`config.mk`:
```
export PLATFORM = sky130hd
export DESIGN_NAME = cpu_control_unit
export DESIGN_NICKNAME = d
export VERILOG_FILES = /design/src/rtl/cpu_ctrl_pkg.sv /design/src/rtl/cpu_opcode_class.sv /design/src/rtl/cpu_control_unit.sv
export SDC_FILE = /design/constraint.sdc
export NUM_CORES = 1
export LEC_CHECK = 0
export ABC_AREA = 1
export ABC_CLOCK_PERIOD_IN_PS = 1300
export CORE_MARGIN = 3
export CORE_UTILIZATION = 25
export DETAILED_ROUTE_END_ITERATION = 7
export PLACE_DENSITY = 0.86
export SYNTH_ARGS = -nofsm -noshare
export SYNTH_HDL_FRONTEND = slang
export SYNTH_SLANG_ARGS = --single-unit
```
`constraint.sdc`:
```
create_clock -name clk -period 1.3 [get_ports clk]
set_input_delay 0.195 -clock clk [delete_from_list [all_inputs] [get_ports clk]]
set_output_delay 0.195 -clock clk [all_outputs]
set_load 0.02 [all_outputs]
```
`src/rtl/cpu_ctrl_pkg.sv`:
```
// cpu_ctrl_pkg: opcodes, sequencer state encoding and IR field positions for the control unit
package cpu_ctrl_pkg;
  localparam logic [4:0] OP_ADD  = 5'd3;
  localparam logic [4:0] OP_SUB  = 5'd4;
  localparam logic [4:0] OP_SHR  = 5'd5;
  localparam logic [4:0] OP_SHL  = 5'd6;
  localparam logic [4:0] OP_AND  = 5'd9;
  localparam logic [4:0] OP_OR   = 5'd10;
  localparam logic [4:0] OP_NEG  = 5'd16;
  localparam logic [4:0] OP_NOT  = 5'd17;
  localparam logic [4:0] OP_NOP  = 5'd25;
  localparam logic [4:0] OP_HALT = 5'd26;
  localparam int OPC_HI = 31;
  localparam int OPC_LO = 27;
  localparam int RA_HI = 26;
  localparam int RA_LO = 23;
  localparam int RB_HI = 22;
  localparam int RB_LO = 19;
  localparam int RC_HI = 18;
  localparam int RC_LO = 15;
  // states are ordered so that straight-line sequencing is state + 1
  localparam logic [2:0] S_RST  = 3'd0;
  localparam logic [2:0] S_T0   = 3'd1;
  localparam logic [2:0] S_T1   = 3'd2;
  localparam logic [2:0] S_T2   = 3'd3;
  localparam logic [2:0] S_T3   = 3'd4;
  localparam logic [2:0] S_T4   = 3'd5;
  localparam logic [2:0] S_T5   = 3'd6;
  localparam logic [2:0] S_HALT = 3'd7;
endpackage

```
`src/rtl/cpu_opcode_class.sv`:
```
// cpu_opcode_class: one-hot classification of an opcode into binary/unary/nop/halt/illegal
module cpu_opcode_class
  import cpu_ctrl_pkg::*;
#(
  parameter int OP_W = 5
) (
  input  logic [OP_W-1:0] opcode,
  output logic            binary,
  output logic            unary,
  output logic            nop,
  output logic            halt,
  output logic            illegal
);
  assign binary  = opcode inside {OP_ADD, OP_SUB, OP_SHR, OP_SHL, OP_AND, OP_OR};
  assign unary   = opcode inside {OP_NEG, OP_NOT};
  assign nop     = opcode == OP_NOP;
  assign halt    = opcode == OP_HALT;
  assign illegal = !(binary | unary | nop | halt);
endmodule

```
`src/rtl/cpu_control_unit.sv`:
```
// cpu_control_unit: Moore fetch/decode/execute sequencer driving Datapath strobes; ILLEGAL_TRAP_EN halts on illegal opcodes
module cpu_control_unit
  import cpu_ctrl_pkg::*;
#(
  parameter int IR_W = 32,
  parameter int OP_W = 5
) (
  input  logic            clk,
  input  logic            reset,
  input  logic [IR_W-1:0] ir,
  input  logic            stop,
  output logic            pc_out,
  output logic            zlow_out,
  output logic            mdr_out,
  output logic            mar_in,
  output logic            z_in,
  output logic            pc_in,
  output logic            mdr_in,
  output logic            ir_in,
  output logic            y_in,
  output logic            inc_pc,
  output logic            read,
  output logic [OP_W-1:0] alu_op,
  output logic            gra,
  output logic            grb,
  output logic            grc,
  output logic            r_in,
  output logic            r_out,
  output logic            run,
  output logic            illegal
);
  logic [2:0] state, next;
  logic [OP_W-1:0] op;
  logic c_bin, c_un, c_nop, c_halt, c_ill;
  logic t0, t1, t2, t3, t4, t5, last, trap, nop_like, alu_step;
  logic unused_ir;
  assign op = ir[IR_W-1 -: OP_W];
  assign unused_ir = ^ir[IR_W-OP_W-1:0];
  cpu_opcode_class #(.OP_W(OP_W)) u_class (
    .opcode (op),
    .binary (c_bin),
    .unary  (c_un),
    .nop    (c_nop),
    .halt   (c_halt),
    .illegal(c_ill)
  );
  assign t0 = state == S_T0;
  assign t1 = state == S_T1;
  assign t2 = state == S_T2;
  assign t3 = state == S_T3;
  assign t4 = state == S_T4;
  assign t5 = state == S_T5;
`ifdef ILLEGAL_TRAP_EN
  logic ill_q;
  // sticky illegal flag, raised on the edge that traps into HALT
  always_ff @(posedge clk or posedge reset)
    if (reset) ill_q <= 1'b0;
    else if (t3 && c_ill) ill_q <= 1'b1;
  assign illegal  = ill_q;
  assign trap     = t3 & (c_halt | c_ill);
  assign nop_like = c_nop;
`else
  assign illegal  = 1'b0;
  assign trap     = t3 & c_halt;
  assign nop_like = c_nop | c_ill;
`endif
  // instruction boundary: the final execute step of each opcode class
  assign last = t5 | (t4 & c_un) | (t3 & nop_like);
  // next-state selection; stop only matters at the boundary
  always_comb
    next = state == S_RST  ? S_T0 :
           state == S_HALT ? S_HALT :
           last            ? (stop ? S_HALT : S_T0) :
           trap            ? S_HALT : state + 3'd1;
  // state register
  always_ff @(posedge clk or posedge reset)
    if (reset) state <= S_RST;
    else state <= next;
  assign alu_step = (t3 & c_un) | (t4 & c_bin);
  assign pc_out   = t0;
  assign mar_in   = t0;
  assign inc_pc   = t0;
  assign z_in     = t0 | alu_step;
  assign zlow_out = t1 | (t4 & c_un) | (t5 & c_bin);
  assign pc_in    = t1;
  assign read     = t1;
  assign mdr_in   = t1;
  assign mdr_out  = t2;
  assign ir_in    = t2;
  assign y_in     = t3 & c_bin;
  assign grb      = t3 & (c_bin | c_un);
  assign grc      = t4 & c_bin;
  assign r_out    = grb | grc;
  assign gra      = (t4 & c_un) | (t5 & c_bin);
  assign r_in     = gra;
  assign alu_op   = alu_step ? op : '0;
  assign run      = state != S_HALT;
endmodule

```
Yosys cells after proc, flatten, opt, wreduce, memory -nomap -nowiden. Cells that the tools add are included.

Bits in registers: 3.

Add/subtract/negate cells: 1. Equal/unequal tests: 18. Multiplexer cells: 6. Bitwise gates (word level): 20. Reductions and logical operators: 4.

Operator list (number): $eq A5 B5 Y1 const B (4); $eq A5 B3 Y1 const B (3); $mux W3 (5); $eq A3 B3 Y1 const B (4); $or A1 B1 Y1 (12); $eq A5 B4 Y1 const B (2); $and A1 B1 Y1 (8); $eq A3 B2 Y1 const B (2); $reduce_bool A6 Y1 (1); $eq A5 B2 Y1 const B (1); $mux W5 (1); $add A3 B1 Y3 const B (1); $eq A3 B1 Y1 const B (1); $logic_not A3 Y1 (1); $ne A3 B3 Y1 const B (1); $reduce_bool A2 Y1 (1); $logic_not A1 Y1 (1).

Depth between registers and ports, before layout. Gate-level depths: netlist of the first run.

Depth after elaboration: 12. Mapped depth: 10. Mapped depth without buffers: 10.

Hierarchy. A second synthesis of the first run with hierarchy kept.

Cells, all modules: 98. Area, all modules: 579.3 um^2.

Modules (own cells, without submodules): cpu_control_unit (times used 1, cells each 73, area each 466.7 um^2, seq. area each 75.1 um^2); cpu_opcode_class (times used 1, cells each 25, area each 112.6 um^2, seq. area each 0.0 um^2).

Worst setup path after synthesis of the first run. Ideal clock, no wire load.

Path type: register to output. Start point: register state[1]. End point: output port zlow_out. Data arrival time: 1.383 ns. Required time: 1.105 ns. Slack: -0.278 ns. Cell stages (with the launch flop): 8. Buffers on the path: 0. Path through: dfrtp_1 inv_1 ha_1 nand3_2 o21ai_2 inv_2 a21oi_2 or2_1.

Longest elaborated chain between the ends: 4. Elaborated cells between the ends (all ways): 7. Those cells by class: 3 x eq/ne; 4 x bitwise.

Ends and longest elaborated chain: from (decl) (RTL line cpu_control_unit.sv:32) `logic [2:0] state, next;`; from (signal assigned) (RTL line cpu_control_unit.sv:78) `else state <= next;`; $eq A3 B3 Y1 (RTL line cpu_control_unit.sv:51) `assign t4 = state == S_T4;`; $and A1 B1 Y1 (RTL line cpu_control_unit.sv:84) `assign zlow_out = t1 | (t4 & c_un) | (t5 & c_bin);`; $or A1 B1 Y1 (RTL line cpu_control_unit.sv:84); $or A1 B1 Y1 (*) (RTL line cpu_control_unit.sv:84); to (decl) (RTL line cpu_control_unit.sv:13) `output logic zlow_out,`.

Every way passes the cells marked *; elsewhere a longest branch is shown, timed or not.

Worst setup path after layout of the first run.
Start point: register state[0]. End point: output port zlow_out.

Same word-level chain as after synthesis.

==> results.tsv, run 1 <==
metric	value	unit
Worst Path Max Fanout	3	
initial antenna violation count	0	
peak supply drop	1150	µV
Worst Path Class, Setup	register to primary output	
share of cells above drive strength 1	0.784	
Min Clock Period, post-route	1.72	ns
share of the synthesized area in the top cell type	0.136	
drt via density	4.49	
total die area	2810	µm²
Reg clk slew, reported paths	0.04	ns
synthesis-stage register bit count	3	
WL/cell	13.0	µm
post-synthesis cell count	85	
CP required	1.11	ns
Area contributors post-synth	dfrtp_1 14%, ha_1 14%, inv_1 13%, buf_4 9.5%, nand3_2 7.2%	
fin. max-slew vios	0	
reg-to-reg startpoint	state[0]	
clock buffer depth	2	
worst-skew pair later-pin latency	0.24	ns
R2R Setup Slk	-0.40	ns
mapped cell area	553	µm²
Clock H-tree levels	1	
Post-route DRC	0	
Top reg by flops	state	
Non-Filler Instances	175	
Post-synth EDFFs	0	
Antenna Cells	0	
Total GRT Usage	0.173	
RSZ-0062 raised after global routing	true	
height of the die	53.0	µm
max-cap violation count	0	
vias	785	
Startpoint Class	register	
final wirelength	2280	µm
PortBufs	29	
largest net degree at the start of global routing	8	
Post-synth ARST share	1.00	
Final WS setup	-0.416	ns
worst endpoint data arrival time	1.52	ns
clock skew	0.00772	ns
Post-DP HPWL	1440	µm
most common cell in the netlist	inv_1	
Reg2Reg Depth	8	
final setup TNS	-7.78	ns
synth cell count leaders	19 x inv_1, 10 x nor2_1, 8 x nand2_1	
status	complete, but fails checks	
Setup crit end kind	primary output	
number of CTS-inserted buffers	3	
Die W	53.0	µm
Area Growth Syn to Fin	143	%
failing checks	setup timing	
Yosys cell types	23	
drt pass-1 iters	4	
max reg flops	3	
fin nets	190	
Core Box Area	2020	µm²
vias in the first global route	797	
Root Driver	clkbuf_4	
CTS tree	built	
Finish-stage setup viols	25	
Fillers	147	
Largest regs	state: 3 flops	
Max Fclk	583	MHz
Hold Vio Cnt, Final	0	
Leakage	0.671	nW
GPL Wtd Cong	0.771	
Power Density	1800	nW/µm²
initial core utilization	0.274	
DR iter-0 viols	21	
row cnt	16	
placed cells	157	
first-pass GRT wire length	3570	µm
synth warn	0	
RR Endpoint	state[2]	
Syn Area/Cell	6.51	µm²
Final ANT Viol Nets	0	
GRT overflow	0	
Ports	58	
predominant post-synthesis flop cell	dfrtp_1	
Tcrit/Tclk final	1.32	
Clock Sinks	3	
Synth area leader	dfrtp_1	
class of the worst hold path	input pin to async pin	
sequential-to-total area share from yosys stat	0.136	
syn nets	126	
[worst max-delay path by stage]
stage | start | to | depth (start not counted)
final | state[0] | zlow_out | 8
after floorplan | state[1] | zlow_out | 7
after CTS | state[1] | zlow_out | 8
after detailed placement | ir[28] | alu_op[2] | 12
after global placement | ir[28] | alu_op[3] | 12
after global routing | state[0] | zlow_out | 8
[where the power goes]
group,internal [mW],switching (mW)
Clock,0.115,0.0522
Sequential,0.154,0.0874
Combinational,1.01,0.998
Total,1.28,1.14
[metal layers]
layer / part of all wire / track usage
met1: 0.41 / 0.196
met2: 0.54 / 0.339
met3: 0.039 / 0.0169
met4: 0.010 / 0.0426
met5: 0 / 0
[placed cells by master (no fill, tap or decap), types with 2 or more instances in the layout]
cell type and n:
a21oi_1 2, buf_2 2, buf_4 34, buf_6 25, clkbuf_4 3, clkdlybuf4s15_2 2, clkdlybuf4s50_1 2, dfrtp_2 2
ha_4 5, inv_1 12, inv_2 9, nand2_1 5, nand2_2 6, nand3_1 3, nand3_2 4, nand4_1 2
nor2_2 3, nor2_4 8, o21ai_2 3, o21ai_4 2
[kinds of logic after synthesis]
group	share of synthesized area
AND/OR/NAND/NOR	0.342
buffers and inverters	0.249
adder cells (fa/ha/maj)	0.136
other	0.00678
flip-flops	0.136
AO/OA/AOI/OAI	0.131
[per-stage QoR]
stage	setup slack, ns	util	hold WS (ns)	instance area [µm²]	power, mW
3_3_place_gp	-1.05	0.513	0.370	1040	1.63
4_1_cts	-0.413	0.642	0.131	1300	2.30
6_report	-0.416	0.664	0.130	1340	2.41
5_1_grt	-0.493	0.664	0.159	1340	2.59
2_1_floorplan	-0.175	-	-0.0514	593	1.06
3_5_place_dp	-1.16	0.513	0.376	1040	1.68
[worst max-delay path: stages (launching register included)]
cell	delay [ns]
dfrtp_2	0.43
inv_2	0.12
ha_4	0.14
inv_2	0.04
o21ai_2	0.12
inv_2	0.07
a21oi_4	0.14
or2_4	0.14
buf_6	0.10
[layout make-up]
class | count | area (µm²) | area share
repair buffers | 66 | 598 | 0.445
clock buffers | 4 | 26.3 | 0.0196
inverters | 22 | 85.1 | 0.0634
well taps | 27 | 33.8 | 0.0252
flip-flops and latches | 3 | 77.6 | 0.0578
multi-input cells | 53 | 522 | 0.389
[timing repair]
item	in CTS	in global routing
cloned	0	0
endpoints found under the setup margin	25	25
resized for setup	183	6
pin swaps	13	3
buffers inserted	12	2
hold buffers	0	0
Power figures use the tool's default switching activity.
==> run 2, diff against run 1 <==
Settings changed: ABC_AREA 1 to default, CORE_UTILIZATION 25 to 24.
==> run 2 against run 1 <==
The run still ends with setup timing left. Non-clock buffer count fell by 13. Core utilization fell by 5.3 points. Final cell count fell by 19%. Sequential share of layout area rose by 0.56 points. Worst setup slack got worse by 0.037 ns. Die area fell by 2.8%. Clock-buffer cell count did not move. Critical path type unchanged. Sequential power fell by 12%. Clock power rose by 4%. Clock skew barely moved.
==> results.tsv, run 2 <==
metric	value	unit
status	complete, but fails checks	
failing checks	setup timing	
initial core utilization	0.257	
Post-route DRC	0	
largest net degree at the start of global routing	7	
placed cells	133	
peak supply drop	1360	µV
reg-to-reg startpoint	state[0]	
clock skew	0.00751	ns
Synth area leader	dfrtp_1	
first-pass GRT wire length	2700	µm
syn nets	107	
Top reg by flops	state	
GPL Wtd Cong	0.845	
CTS tree	built	
vias	625	
final core occ	0.611	
Clock Sinks	3	
WL/cell	11.6	µm
Worst Path Class, Setup	register to primary output	
commonest non-fill, non-tap cell in the layout	buf_6	
worst endpoint data arrival time	1.56	ns
Final ANT Viol Nets	0	
Max Fclk	570	MHz
Root Driver	clkbuf_4	
Reg2Reg Depth	8	
Clock power frac	0.081	
sw frac	0.442	
Area contributors post-synth	dfrtp_1 15%, ha_1 15%, buf_4 10%, nor2b_1 8.5%, inv_1 4.4%	
synthesis-stage register bit count	3	
number of CTS-inserted buffers	3	
Reg clk slew, reported paths	0.04	ns
RSZ-0062 raised after global routing	true	
drt via density	4.40	
fin nets	157	
class of the worst hold path	input pin to async pin	
total die area	2730	µm²
multi-input gate area in the final layout	556	µm²
Largest regs	state: 3 flops	
share of cells above drive strength 1	0.774	
Power Density	1760	nW/µm²
Startpoint Class	register	
Tcrit/Tclk final	1.35	
max reg flops	3	
max-cap violation count	0	
Total GRT Usage	0.129	
Post-synth ARST share	1.00	
worst-skew pair later-pin latency	0.25	ns
part of the power in combinational logic	0.821	
Tot Pwr	2.15	mW
switching power	951	µW
Non-Filler Instances	142	
GRT overflow	0	
sequential-to-total area share from yosys stat	0.146	
Finish-stage setup viols	25	
height of the die	52.3	µm
Ports	58	
Seq. cell area	77.6	µm²
share of the synthesized area in the top cell type	0.146	
Fillers	158	
internal power	1.20	mW
PortBufs	29	
sequential share of power	0.099	
synth cell count leaders	7 x buf_4, 7 x nor2b_1, 6 x ha_1, 6 x inv_1, 5 x nand2_1	
Core Box Area	2000	µm²
DR iter-0 viols	4	
RR Endpoint	state[1]	
CP required	1.11	ns
Antenna Cells	0	
Post-CTS Hold Buffers	0	
Clock H-tree levels	1	
synth warn	0	
R2R Setup Slk	-0.43	ns
Area Growth Syn to Fin	138	%
clock buffer depth	2	
commonest non-fill, non-tap cells in the layout	25 x buf_6, 21 x buf_4, 5 x ha_4	
Setup crit end kind	primary output	
Min Clock Period, post-route	1.75	ns
Die W	52.3	µm
row cnt	16	
Leakage	0.559	nW
Worst Path Max Fanout	4	
Syn Area/Cell	7.79	µm²
initial antenna violation count	0	
Hold WS	0.114	ns
Post-synth EDFFs	0	
Final WS setup	-0.453	ns
fin. max-slew vios	0	
vias in the first global route	664	
drt pass-1 iters	3	
Hold Vio Cnt, Final	0	
mapped cell area	514	µm²
Yosys cell types	27	
predominant post-synthesis flop cell	dfrtp_1	
final wirelength	1650	µm
post-synthesis cell count	66	
Post-DP HPWL	1160	µm
[run 2: changes by cell type in the layout (fill, tap and decap cells not counted), moves of 4 or more]
cell | previous run | this run
buf_4 | 34 | 21
inv_1 | 12 | 2
inv_2 | 9 | 4
nand2_2 | 6 | 1
nand3_2 | 4 | 0
nor2_4 | 8 | 0
nor2b_2 | 0 | 4
[run 2: worst max-delay path, stage by stage, from the launching register on]
cell and delay [ns]:
dfrtp_2 0.43, ha_4 0.17, and3_4 0.16, a31o_4 0.20, or2_4 0.22, buf_6 0.13
[run 2: cells by family (layout without fill, tap and decap cells)]
| logic type | Yosys count | in the layout | synth area share |
|---|---|---|---|
| AND/OR/NAND/NOR | 32 | 32 | 0.387 |
| buffers and inverters | 14 | 63 | 0.153 |
| AO/OA/AOI/OAI | 9 | 9 | 0.144 |
| adder cells (fa/ha/maj) | 6 | 6 | 0.146 |
| flip-flops | 3 | 3 | 0.146 |
| other | 1 | 1 | 0.00729 |
| XOR/XNOR | 1 | 1 | 0.0170 |
[run 2: power groups by stage]
stage / logic, mW / registers, mW / clock network [mW]
after floorplan: 0.806 / 0.180 / 0
after global placement: 1.28 / 0.188 / 0
after detailed placement: 1.31 / 0.191 / 0
after CTS: 1.69 / 0.212 / 0.175
after global routing: 1.92 / 0.217 / 0.185
final: 1.77 / 0.213 / 0.174
[run 2: cell type report]
cell class,count,share of cell area
clock buffer,4,0.0215
inverter,6,0.0184
multi-input combinational,49,0.454
sequential,3,0.0634
tap,27,0.0276
timing repair buffer,53,0.415
[run 2: how the worst max path moves through the flow]
| stage | start | end | slack [ns] | depth (start not counted) |
|---|---|---|---|---|
| after floorplan | state[0] | alu_op[0] | -0.20 | 6 |
| after global placement | ir[28] | zlow_out | -1.18 | 8 |
| after detailed placement | ir[28] | zlow_out | -1.25 | 8 |
| after CTS | state[0] | zlow_out | -0.46 | 5 |
| after global routing | state[0] | z_in | -0.52 | 7 |
| final | state[0] | zlow_out | -0.45 | 5 |
[run 2: repair_timing]
action	4_1_cts	5_1_grt
endpoints found under the setup margin	25	25
pin swaps	10	4
gates resized for setup	183	6
buffers inserted	5	1
[run 2: metrics by stage]
stage	setup TNS, ns	cell area [µm²]	worst slack, ns
after floorplan	-2.23	579	-0.198
after global placement	-20.78	982	-1.18
after detailed placement	-22.01	982	-1.25
after CTS	-7.86	1200	-0.461
after global routing	-9.33	1220	-0.515
final	-7.88	1220	-0.453
[run 2: per-layer routing]
layer	wire, µm	part of all wire	global-route usage	vias up
met1	669	0.41	0.155	285
met3	86	0.052	0.00855	2
met2	872	0.53	0.229	19
met4	16	0.0097	0.0638	0
li1	-	-	-	319
met5	0	0	0	-
